**src/rtl/keyboard_ps2_ctrl.sv**
```systemverilog
`default_nettype none
// ============================================================================
// Module   : keyboard_ps2_ctrl
// Purpose  : Host-side PS/2 keyboard sequencer: reset/BAT handshake, LED sync
//            and pass-through of scancodes to the decoder.
// Revision : 1.0 - initial release
// ============================================================================
module keyboard_ps2_ctrl #(
  parameter int ACK_TIMEOUT = 100000,
  parameter int BAT_TIMEOUT = 50000000,
  parameter int RETRIES     = 3
) (
  input  logic       clk,
  input  logic       reset,
  input  logic [0:7] rx_data,
  input  logic       rx_valid,
  output logic [0:7] tx_data,
  output logic       tx_start,
  input  logic       tx_busy,
  input  logic       alpha_state,
  input  logic       turbo_state,
  output logic [0:7] scancode,
  output logic       trigger,
  output logic       kbd_ready,
  output logic       kbd_error
);

  localparam int c_TMAX    = (ACK_TIMEOUT > BAT_TIMEOUT) ? ACK_TIMEOUT : BAT_TIMEOUT;
  localparam int c_TIMER_W = $clog2(c_TMAX) + 1;
  localparam int c_RETRY_W = $clog2(RETRIES + 1) + 1;

  localparam logic [c_TIMER_W-1:0] c_ACK_LIM   = c_TIMER_W'(ACK_TIMEOUT);
  localparam logic [c_TIMER_W-1:0] c_BAT_LIM   = c_TIMER_W'(BAT_TIMEOUT);
  localparam logic [c_TIMER_W-1:0] c_TIMER_MAX = '1;
  localparam logic [c_RETRY_W-1:0] c_RETRIES   = c_RETRY_W'(RETRIES);

  localparam logic [7:0] c_CMD_RESET    = 8'hFF;
  localparam logic [7:0] c_CMD_LEDS     = 8'hED;
  localparam logic [7:0] c_RSP_ACK      = 8'hFA;
  localparam logic [7:0] c_RSP_RESEND   = 8'hFE;
  localparam logic [7:0] c_RSP_BAT_OK   = 8'hAA;
  localparam logic [7:0] c_RSP_BAT_FAIL = 8'hFC;

  typedef enum logic [2:0] {
    S_RST_SEND     = 3'd0,
    S_RST_ACK      = 3'd1,
    S_RST_BAT      = 3'd2,
    S_IDLE         = 3'd3,
    S_LED_CMD      = 3'd4,
    S_LED_CMD_ACK  = 3'd5,
    S_LED_DATA     = 3'd6,
    S_LED_DATA_ACK = 3'd7
  } state_t;

  state_t                 r_state, w_state_nxt, w_resend_state;
  logic [c_TIMER_W-1:0]   r_timer, w_timer_nxt, w_timer_inc, w_timer_lim;
  logic [c_RETRY_W-1:0]   r_retry, w_retry_nxt;
  logic [2:0]             r_led_shadow, w_led_shadow_nxt;
  logic                   r_sync_pending, w_sync_pending_nxt;
  logic [7:0]             r_tx_data, w_tx_data_nxt;
  logic                   r_tx_start, w_tx_start_nxt;
  logic [7:0]             r_scancode, w_scancode_nxt;
  logic                   r_trigger, w_trigger_nxt;
  logic                   r_kbd_ready, w_kbd_ready_nxt;
  logic                   r_kbd_error, w_kbd_error_nxt;
  logic                   w_consumed, w_fail, w_expired, w_rx_ack, w_rx_resend;

  assign w_timer_inc = (r_timer == c_TIMER_MAX) ? r_timer : r_timer + 1'b1;
  assign w_timer_lim = (r_state == S_RST_BAT) ? c_BAT_LIM : c_ACK_LIM;
  assign w_expired   = (r_timer >= w_timer_lim);
  assign w_rx_ack    = rx_valid && (rx_data == c_RSP_ACK);
  assign w_rx_resend = rx_valid && (rx_data == c_RSP_RESEND);

  always_comb begin
    case (r_state)
      S_LED_CMD_ACK:  w_resend_state = S_LED_CMD;
      S_LED_DATA_ACK: w_resend_state = S_LED_DATA;
      default:        w_resend_state = S_RST_SEND;
    endcase
  end

  always_comb begin
    w_state_nxt        = r_state;
    w_timer_nxt        = r_timer;
    w_retry_nxt        = r_retry;
    w_led_shadow_nxt   = r_led_shadow;
    w_sync_pending_nxt = r_sync_pending;
    w_tx_data_nxt      = r_tx_data;
    w_tx_start_nxt     = 1'b0;
    w_kbd_ready_nxt    = r_kbd_ready;
    w_kbd_error_nxt    = r_kbd_error;
    w_consumed         = 1'b0;
    w_fail             = 1'b0;

    case (r_state)
      S_RST_SEND: begin
        if (!tx_busy) begin
          w_tx_start_nxt = 1'b1;
          w_tx_data_nxt  = c_CMD_RESET;
          w_timer_nxt    = '0;
          w_state_nxt    = S_RST_ACK;
        end
      end
      S_RST_ACK, S_LED_CMD_ACK, S_LED_DATA_ACK: begin
        w_timer_nxt = w_timer_inc;
        if (w_rx_ack) begin
          w_consumed  = 1'b1;
          w_retry_nxt = '0;
          case (r_state)
            S_RST_ACK: begin
              w_timer_nxt = '0;
              w_state_nxt = S_RST_BAT;
            end
            S_LED_CMD_ACK: w_state_nxt = S_LED_DATA;
            default:       w_state_nxt = S_IDLE;
          endcase
        end else if (w_rx_resend) begin
          w_consumed = 1'b1;
          w_fail     = 1'b1;
        end else if (!rx_valid && w_expired) begin
          // A byte arriving on the expiry cycle defers the timeout by one cycle
          w_fail = 1'b1;
        end
      end
      S_RST_BAT: begin
        w_timer_nxt = w_timer_inc;
        if (rx_valid && (rx_data == c_RSP_BAT_OK)) begin
          w_consumed         = 1'b1;
          w_retry_nxt        = '0;
          w_kbd_ready_nxt    = 1'b1;
          w_sync_pending_nxt = 1'b1;
          w_state_nxt        = S_LED_CMD;
        end else if (rx_valid && (rx_data == c_RSP_BAT_FAIL)) begin
          w_consumed = 1'b1;
          w_fail     = 1'b1;
        end else if (!rx_valid && w_expired) begin
          w_fail = 1'b1;
        end
      end
      S_IDLE: begin
        if (r_kbd_ready && (r_sync_pending ||
            ({alpha_state, turbo_state} != {r_led_shadow[2], r_led_shadow[0]}))) begin
          w_state_nxt = S_LED_CMD;
        end
      end
      S_LED_CMD: begin
        if (!tx_busy) begin
          w_tx_start_nxt     = 1'b1;
          w_tx_data_nxt      = c_CMD_LEDS;
          w_led_shadow_nxt   = {alpha_state, 1'b0, turbo_state};
          w_sync_pending_nxt = 1'b0;
          w_timer_nxt        = '0;
          w_state_nxt        = S_LED_CMD_ACK;
        end
      end
      S_LED_DATA: begin
        if (!tx_busy) begin
          w_tx_start_nxt = 1'b1;
          w_tx_data_nxt  = {5'b00000, r_led_shadow};
          w_timer_nxt    = '0;
          w_state_nxt    = S_LED_DATA_ACK;
        end
      end
      default: w_state_nxt = S_RST_SEND;
    endcase

    // Exhaustion clears the counter so the next command gets a full budget
    if (w_fail) begin
      if (r_retry < c_RETRIES) begin
        w_retry_nxt = r_retry + 1'b1;
        w_state_nxt = w_resend_state;
      end else begin
        w_retry_nxt     = '0;
        w_kbd_error_nxt = 1'b1;
        w_state_nxt     = S_IDLE;
      end
    end

    w_trigger_nxt  = rx_valid && !w_consumed;
    w_scancode_nxt = w_trigger_nxt ? rx_data : r_scancode;
  end

  always_ff @(posedge clk) begin
    if (reset) begin
      r_state        <= S_RST_SEND;
      r_timer        <= '0;
      r_retry        <= '0;
      r_led_shadow   <= '0;
      r_sync_pending <= 1'b0;
      r_tx_data      <= '0;
      r_tx_start     <= 1'b0;
      r_scancode     <= '0;
      r_trigger      <= 1'b0;
      r_kbd_ready    <= 1'b0;
      r_kbd_error    <= 1'b0;
    end else begin
      r_state        <= w_state_nxt;
      r_timer        <= w_timer_nxt;
      r_retry        <= w_retry_nxt;
      r_led_shadow   <= w_led_shadow_nxt;
      r_sync_pending <= w_sync_pending_nxt;
      r_tx_data      <= w_tx_data_nxt;
      r_tx_start     <= w_tx_start_nxt;
      r_scancode     <= w_scancode_nxt;
      r_trigger      <= w_trigger_nxt;
      r_kbd_ready    <= w_kbd_ready_nxt;
      r_kbd_error    <= w_kbd_error_nxt;
    end
  end

  assign tx_data   = r_tx_data;
  assign tx_start  = r_tx_start;
  assign scancode  = r_scancode;
  assign trigger   = r_trigger;
  assign kbd_ready = r_kbd_ready;
  assign kbd_error = r_kbd_error;

endmodule
`default_nettype wire

```
**config.mk**
```make
export PLATFORM = sky130hd
export DESIGN_NAME = keyboard_ps2_ctrl
export DESIGN_NICKNAME = d
export VERILOG_FILES = /design/src/rtl/keyboard_ps2_ctrl.sv
export SDC_FILE = /design/constraint.sdc
export NUM_CORES = 1
export LEC_CHECK = 0
export CORE_ASPECT_RATIO = 1.25
export CORE_MARGIN = 2
export CORE_UTILIZATION = 50
export DETAILED_ROUTE_END_ITERATION = 10
export PLACE_DENSITY = 0.73
export SYNTH_ARGS = -nofsm -noshare
export SYNTH_HDL_FRONTEND = slang
export SYNTH_SLANG_ARGS = --single-unit
export TNS_END_PERCENT = 5
```
**constraint.sdc**
```tcl
create_clock -name clk -period 3.08 [get_ports clk]
set_clock_uncertainty 0.2 [all_clocks]
set_input_delay 0.616 -clock clk [delete_from_list [all_inputs] [get_ports clk]]
set_output_delay 0.616 -clock clk [all_outputs]
set_load 0.01 [all_outputs]
```
==> results of run 1 <==
power breakdown:
group          leakage (nW)  internal [W]  switching [W]
Combinational         0.821     0.0000967       0.000101
Sequential            0.423      0.000690      0.0000115
Clock                0.0455      0.000184       0.000209
Total                  1.29      0.000971       0.000321
how the worst max path moves through the flow:
stage	startpoint	end	slack (ns)	depth (start not counted)
finish	r_state[2]	r_retry[0]	0.17	11
detailed placement	rx_data[7]	r_timer[24]	0.06	7
global route	r_state[2]	r_retry[0]	0.02	11
global placement	rx_data[7]	r_timer[24]	0.09	7
floorplan	r_state[2]	r_retry[0]	0.07	12
CTS	r_state[2]	r_state[1]	0.20	10
cell usage after synthesis, types with 2 or more instances:
cell       n
a31oi_1    5
and3_1     7
ha_1      17
or3_1      2
clkbuf_1  10
nor2b_1    2
xor2_1     9
buf_4      5
o311ai_0   2
or4_1      4
xnor2_1   15
inv_1     11
a22o_1     3
a211oi_1   4
a21oi_1   19
nand3_1   15
dfxtp_1   52
nor3_1    13
nor2_1    48
nand3b_1   3
nand4b_1   2
mux2i_1    9
nand2_1   25
a32o_1     2
buf_2      4
nand2b_1   4
nand4_1   14
a221oi_1   2
mux2_2     2
and2_1     5
o221a_2    2
nor4_1     8
o21ai_0    6
logic make-up after synthesis:
kind of cell / count (synthesis) / synth area share [%]
AND/OR/NAND/NOR: 155 / 26.6
AO/OA/AOI/OAI: 59 / 14.1
flip-flops: 52 / 35.8
buffers and inverters: 31 / 5.08
XOR/XNOR: 24 / 7.23
adder cells (fa/ha/maj): 17 / 7.31
multiplexers: 11 / 3.87
placed cells by master, fill, tap and decap left out, types with 13 or more instances in the layout:
cell type         n
nor2_1           48
nand3_1          15
clkdlybuf4s50_1  33
buf_4            13
a21oi_1          19
nand2_1          25
nor3_1           13
nand4_1          14
ha_1             17
xnor2_1          15
dfxtp_1          52
tightest hold or removal path, delay by kind of cell (launching register included):
kind           cells  cell delay, ns
AO/OA/AOI/OAI      2            0.12
flip-flops         1            0.32
routing by layer:
layer | vias up | global-route usage [%] | wire, microns
met1 | 1215 | 25.4 | 2940
met5 | - | 0 | 0
met3 | 11 | 3.16 | 255
met2 | 58 | 39.3 | 3290
li1 | 1320 | - | -
met4 | 0 | 8.75 | 128
final cells by class:
type	count	area (sq um)	area share [%]
Clock buffer	8	90.1	2.62
Tap cell	66	82.6	2.40
Multi-Input combinational cell	266	1730	50.4
Sequential cell	52	1040	30.3
Inverter	11	41.3	1.20
Timing Repair Buffer	47	448	13.0
stage by stage:
stage / total power [W] / utilization [%] / setup slack (ns) / instances
finish: 0.00129 / 60.3 / 0.166 / 450
global route: 0.00135 / 60.3 / 0.0223 / 450
CTS: 0.00131 / 60.0 / 0.204 / 449
detailed placement: 0.000912 / 58.4 / 0.0644 / 441
global placement: 0.000909 / 58.4 / 0.0906 / 441
floorplan: 0.000828 / - / 0.0662 / 349
sequential cells by signal, indices dropped and copies added, names as in the netlist:
signal          count
kbd_error           1
kbd_ready           1
r_led_shadow        2
r_retry             3
r_state             3
r_sync_pending      1
r_timer            27
scancode            8
trigger             1
tx_data             4
tx_start            1
timing repair:
action,CTS,global route
setup buffers,0,1
hold buffers,0,0
endpoints found under the hold margin,0,0
gates resized for setup,0,2
endpoints found under the setup margin,0,2
==> reports/metrics.cfg, run 1 <==
[synthesis]
syn_area_per_cell_sq_um=8.33
ys.flop_type=dfxtp_1
async_flop_share_pct=0
synthDominantCellAreaShare_pct=35.8
synthesis.area_sq_um=2910
synth_top_area_cell=dfxtp_1
seq_area_frac_synth_pct=35.8
synth.net_count=380
syn_inst=349
synthTopCellsByArea=dfxtp_1 36%, ha_1 7.3%, nor2_1 6.2%, xnor2_1 4.5%, a21oi_1 3.3%
yosysWarnings=0
synth.distinct_cells=51
ys_seq_elements=52
synth_edf_count=0

[die]
fp.dieW_microns=72.2
die-area_sq_um=6450
start_util_pct=51.0
num_io_pins=34
core_region_area_sq_um=5700
die_y_microns=89.3
core.rowCount=31

[cts]
clock_latency_ns=0.30
clkTransAtPathRegs_ns=0.09
cts_max_level=2
cts_buffers=5
cts_tree=built
clockBufferDepth=2
clock_sink_count=52
root_buffer=clkbuf_8

[global_route]
grt_max_degree=26
gr-usage-all-layers_pct=21.6
globalRouteOverflowTotal=0
grt_pass1_wl_microns=11000
grt_pass1_vias=2448
antenna_found_initial=0

[worst_setup_path]
path_class=register to register
path_cells=nand2b_1 -> nand2b_2 -> buf_4 -> ha_1 -> nand3b_1 -> nor4_1 -> a31o_2 -> a211oi_2 -> buf_4 -> o41a_1 -> a22o_1
reg2reg_from=r_state[2]
arrival_ns=2.91
cp-start-kind=register
slowest_stage=o41a_1
rrSetupSlack_ns=0.17
endpoint_kind=register
critical_path_buf_inv_count=2
critPathMostFrequentCell=buf_4
cp_max_fo=12
crit_path_max_incr_delay_ns=0.46
worstRegToRegCells=11
critical_path_required_ns=3.08
critical-path-top-delay-family=compound AO/OA/AOI/OAI gates
r2r_end=r_retry[0]

[layout]
areaGrowthSynthToFinish_pct=18.2
n_fill_cell=541
antennaDiodeCount=0
final_area_sq_um=3440
drive_gt1_share_pct=7.81
nets=414

[timing]
fmax_mhz=343
slew_headroom_pct=33.5
hold_viol_final=0
max_slew.worst_pin.slew_ns=0.986
finalSetupViolations=0
fin_crit_ns=2.91
whs_ns=0.281
finalCritPeriodShare_pct=94.6
rsz0062_at_grt=no
drv_slew=0
setup_tns_ns=0

[placed_design]
gp_congestion=0.839
place_area_sq_um=3330
dp_hpwl_microns=5010
io_buffers=33

[drt]
ant_nets=0
routed_wl_microns=6610
first_iter_violations=136
drc_errors=0
first_pass_iters=4
vias=2604
vias_per_cell=5.79
wl_per_cell_microns=14.7

[min_path]
holdCritPathClass=register to register
holdPathEnd=r_sync_pending
hp-start=r_sync_pending
worstHoldPathCells=2

[flow_run]
max_cap_violations=0

[status]
outcome=finished, final reports clean

[power_and_ir_drop]
irDropWorstVdd_uv=249
leakagePower_nw=1.29
power_density_nw_per_um2=376

(Power assumes the default switching activity.)
==> run 2: changes to the inputs <==
RECOVER_POWER = 100   (was not set)
==> run 2 against run 1 <==
Against the previous run:
- maximum frequency about the same
- critical path depth did not move
- worst setup slack improved by 0.0021 ns
- count of clock-buffer cells in the layout unchanged
- final cell count unchanged
==> reports/metrics.cfg, run 2 (synthesis gave the netlist of run 1 again) <==
[flow_run]
max_cap_violations=0  ; unchanged

[min_path]
holdCritPathClass=register to register
hp-start=r_sync_pending
worstHoldPathCells=2  ; unchanged
holdPathEnd=r_sync_pending

[global_route]
grt_max_degree=26  ; unchanged
gr-usage-all-layers_pct=21.6  ; unchanged
antenna_found_initial=0  ; unchanged
grt_pass1_vias=2448  ; unchanged
grt_pass1_wl_microns=11000  ; unchanged
globalRouteOverflowTotal=0  ; unchanged

[die]
die-area_sq_um=6450  ; unchanged
fp.dieW_microns=72.2  ; unchanged
die_y_microns=89.3  ; unchanged
start_util_pct=51.0  ; unchanged
core.rowCount=31  ; unchanged
num_io_pins=34  ; unchanged
core_region_area_sq_um=5700  ; unchanged

[layout]
layout_common_cells=52 x dfxtp_1, 48 x nor2_1, 25 x nand2_1, 23 x dlygate4sd3_1, 19 x a21oi_1
areaGrowthSynthToFinish_pct=17.0
largest_register=r_timer
mostFrequentLayoutCell=dfxtp_1
n_fill_cell=546  ; +0.92%
drive_gt1_share_pct=6.51  ; -1.3 points
final_core_util_pct=59.7  ; -0.59 points
antennaDiodeCount=0  ; unchanged
largest_reg_flops=27  ; unchanged
nets=414  ; unchanged

[status]
outcome=finished, final reports clean

[timing]
finalSetupViolations=0  ; unchanged
rsz0062_at_grt=no
fin_crit_ns=2.91  ; -0.00207 ns
setup_tns_ns=0  ; unchanged
hold_viol_final=0  ; unchanged
finalCritPeriodShare_pct=94.5  ; about the same
drv_slew=0  ; unchanged
slew_headroom_pct=32.4  ; -1.1 points
max_slew.worst_pin.slew_ns=1.00  ; +0.0162 ns
fmax_mhz=343  ; about the same

[cts]
cts_max_level=2  ; unchanged
cts_tree=built
clock_latency_ns=0.30  ; about the same
root_buffer=clkbuf_8
cts_buffers=5  ; unchanged
clock_sink_count=52  ; unchanged
clkTransAtPathRegs_ns=0.09  ; about the same
cts_hold_buf=0  ; unchanged
clockBufferDepth=2  ; unchanged

[drt]
ant_nets=0  ; unchanged
first_pass_iters=4  ; unchanged
wl_per_cell_microns=14.6  ; -0.48%
vias=2596  ; -0.31%
drc_errors=0  ; unchanged
vias_per_cell=5.77  ; -0.31%
routed_wl_microns=6580  ; -0.48%
first_iter_violations=190  ; +40%

[placed_design]
io_buffers=33  ; unchanged
gp_congestion=0.839  ; unchanged
dp_hpwl_microns=5010  ; unchanged

[worst_setup_path]
slowest_stage=o41a_1
r2r_end=r_retry[0]
reg2reg_from=r_state[2]
worstRegToRegCells=11  ; unchanged
path_class=register to register
cp_max_fo=12  ; unchanged
critical_path_required_ns=3.08  ; about the same
arrival_ns=2.91  ; about the same
critical_path_buf_inv_count=2  ; unchanged
rrSetupSlack_ns=0.17  ; about the same
cp-start-kind=register
critical-path-top-delay-family=compound AO/OA/AOI/OAI gates
path_cells=nand2b_1 -> nand2b_2 -> buf_4 -> ha_1 -> nand3b_1 -> nor4_1 -> a31o_2 -> a211oi_2 -> clkbuf_2 -> o41a_1 -> a22o_1
endpoint_kind=register
crit_path_max_incr_delay_ns=0.47  ; about the same

[power_and_ir_drop]
power.total_w=0.00127  ; -1.3%
leakagePower_nw=1.32  ; +2.3%
irDropWorstVdd_uv=248  ; -0.53%
power_density_nw_per_um2=375  ; -0.37%

==> run 2: report_power, final <==
part / internal (W) / switching (W) / leakage [nW]
combinational: 0.0000827 / 0.0000993 / 0.850
clock: 0.000184 / 0.000208 / 0.0455
sequential: 0.000690 / 0.0000106 / 0.423
total: 0.000957 / 0.000318 / 1.32
==> run 2: worst max path at each step <==
stage                        to  cells after the start  slack (ns)  startpoint
floorplan            r_retry[0]                     12        0.07  r_state[2]
global placement    r_timer[24]                      7        0.09  rx_data[7]
detailed placement  r_timer[24]                      7        0.06  rx_data[7]
CTS                  r_state[1]                     10        0.20  r_state[2]
global route         r_retry[0]                     11        0.02  r_state[2]
finish               r_retry[0]                     11        0.17  r_state[2]
==> run 2: layer usage <==
| layer | global-route usage [%] | up-vias | part of all wire, % |
|---|---|---|---|
| li1 | - | 1320 | - |
| met1 | 25.4 | 1208 | 44 |
| met2 | 39.3 | 60 | 50 |
| met3 | 3.16 | 8 | 4.0 |
| met4 | 8.75 | 0 | 1.4 |
| met5 | 0 | - | 0 |
==> run 2: worst reg2reg max path: stages (launching register included) <==
cell      delay (ns)
dfxtp_1         0.32
nand2b_1        0.15
nand2b_2        0.23
buf_4           0.20
ha_1            0.28
nand3b_1        0.08
nor4_1          0.24
a31o_2          0.21
a211oi_2        0.04
clkbuf_2        0.15
o41a_1          0.47
a22o_1          0.24
==> run 2: cell type report <==
class / instances / area [sq um] / share of cell area, %
flip-flops and latches: 52 / 1040 / 30.6
multi-input cells: 266 / 1730 / 50.8
clock buffers: 8 / 90.1 / 2.65
repair buffers: 47 / 419 / 12.3
inverters: 11 / 41.3 / 1.21
well taps: 66 / 82.6 / 2.43
==> run 2: stage by stage <==
step                      std cells  setup WS [ns]  hold slack, ns  instance area [sq um]
final                           450          0.168           0.281                   3400
after global routing            450         0.0214           0.318                   3400
after CTS                       449          0.204           0.282                   3420
after detailed placement        441         0.0644           0.269                   3330
after global placement          441         0.0906           0.263                   3330
after floorplan                 349         0.0662           0.249                   2910
==> run 2: timing repair <==
| item | in CTS | in global routing |
|---|---|---|
| hold endpoints to repair | 0 | 0 |
| setup buffers | 0 | 1 |
| resized for setup | 0 | 2 |
| setup endpoints to repair | 0 | 2 |
==> run 3: changes to the inputs <==
GPL_ROUTABILITY_DRIVEN = 0   (was not set)
==> results of run 3 <==
No change in the layout: final DEF, timing and power equal those of run 2.
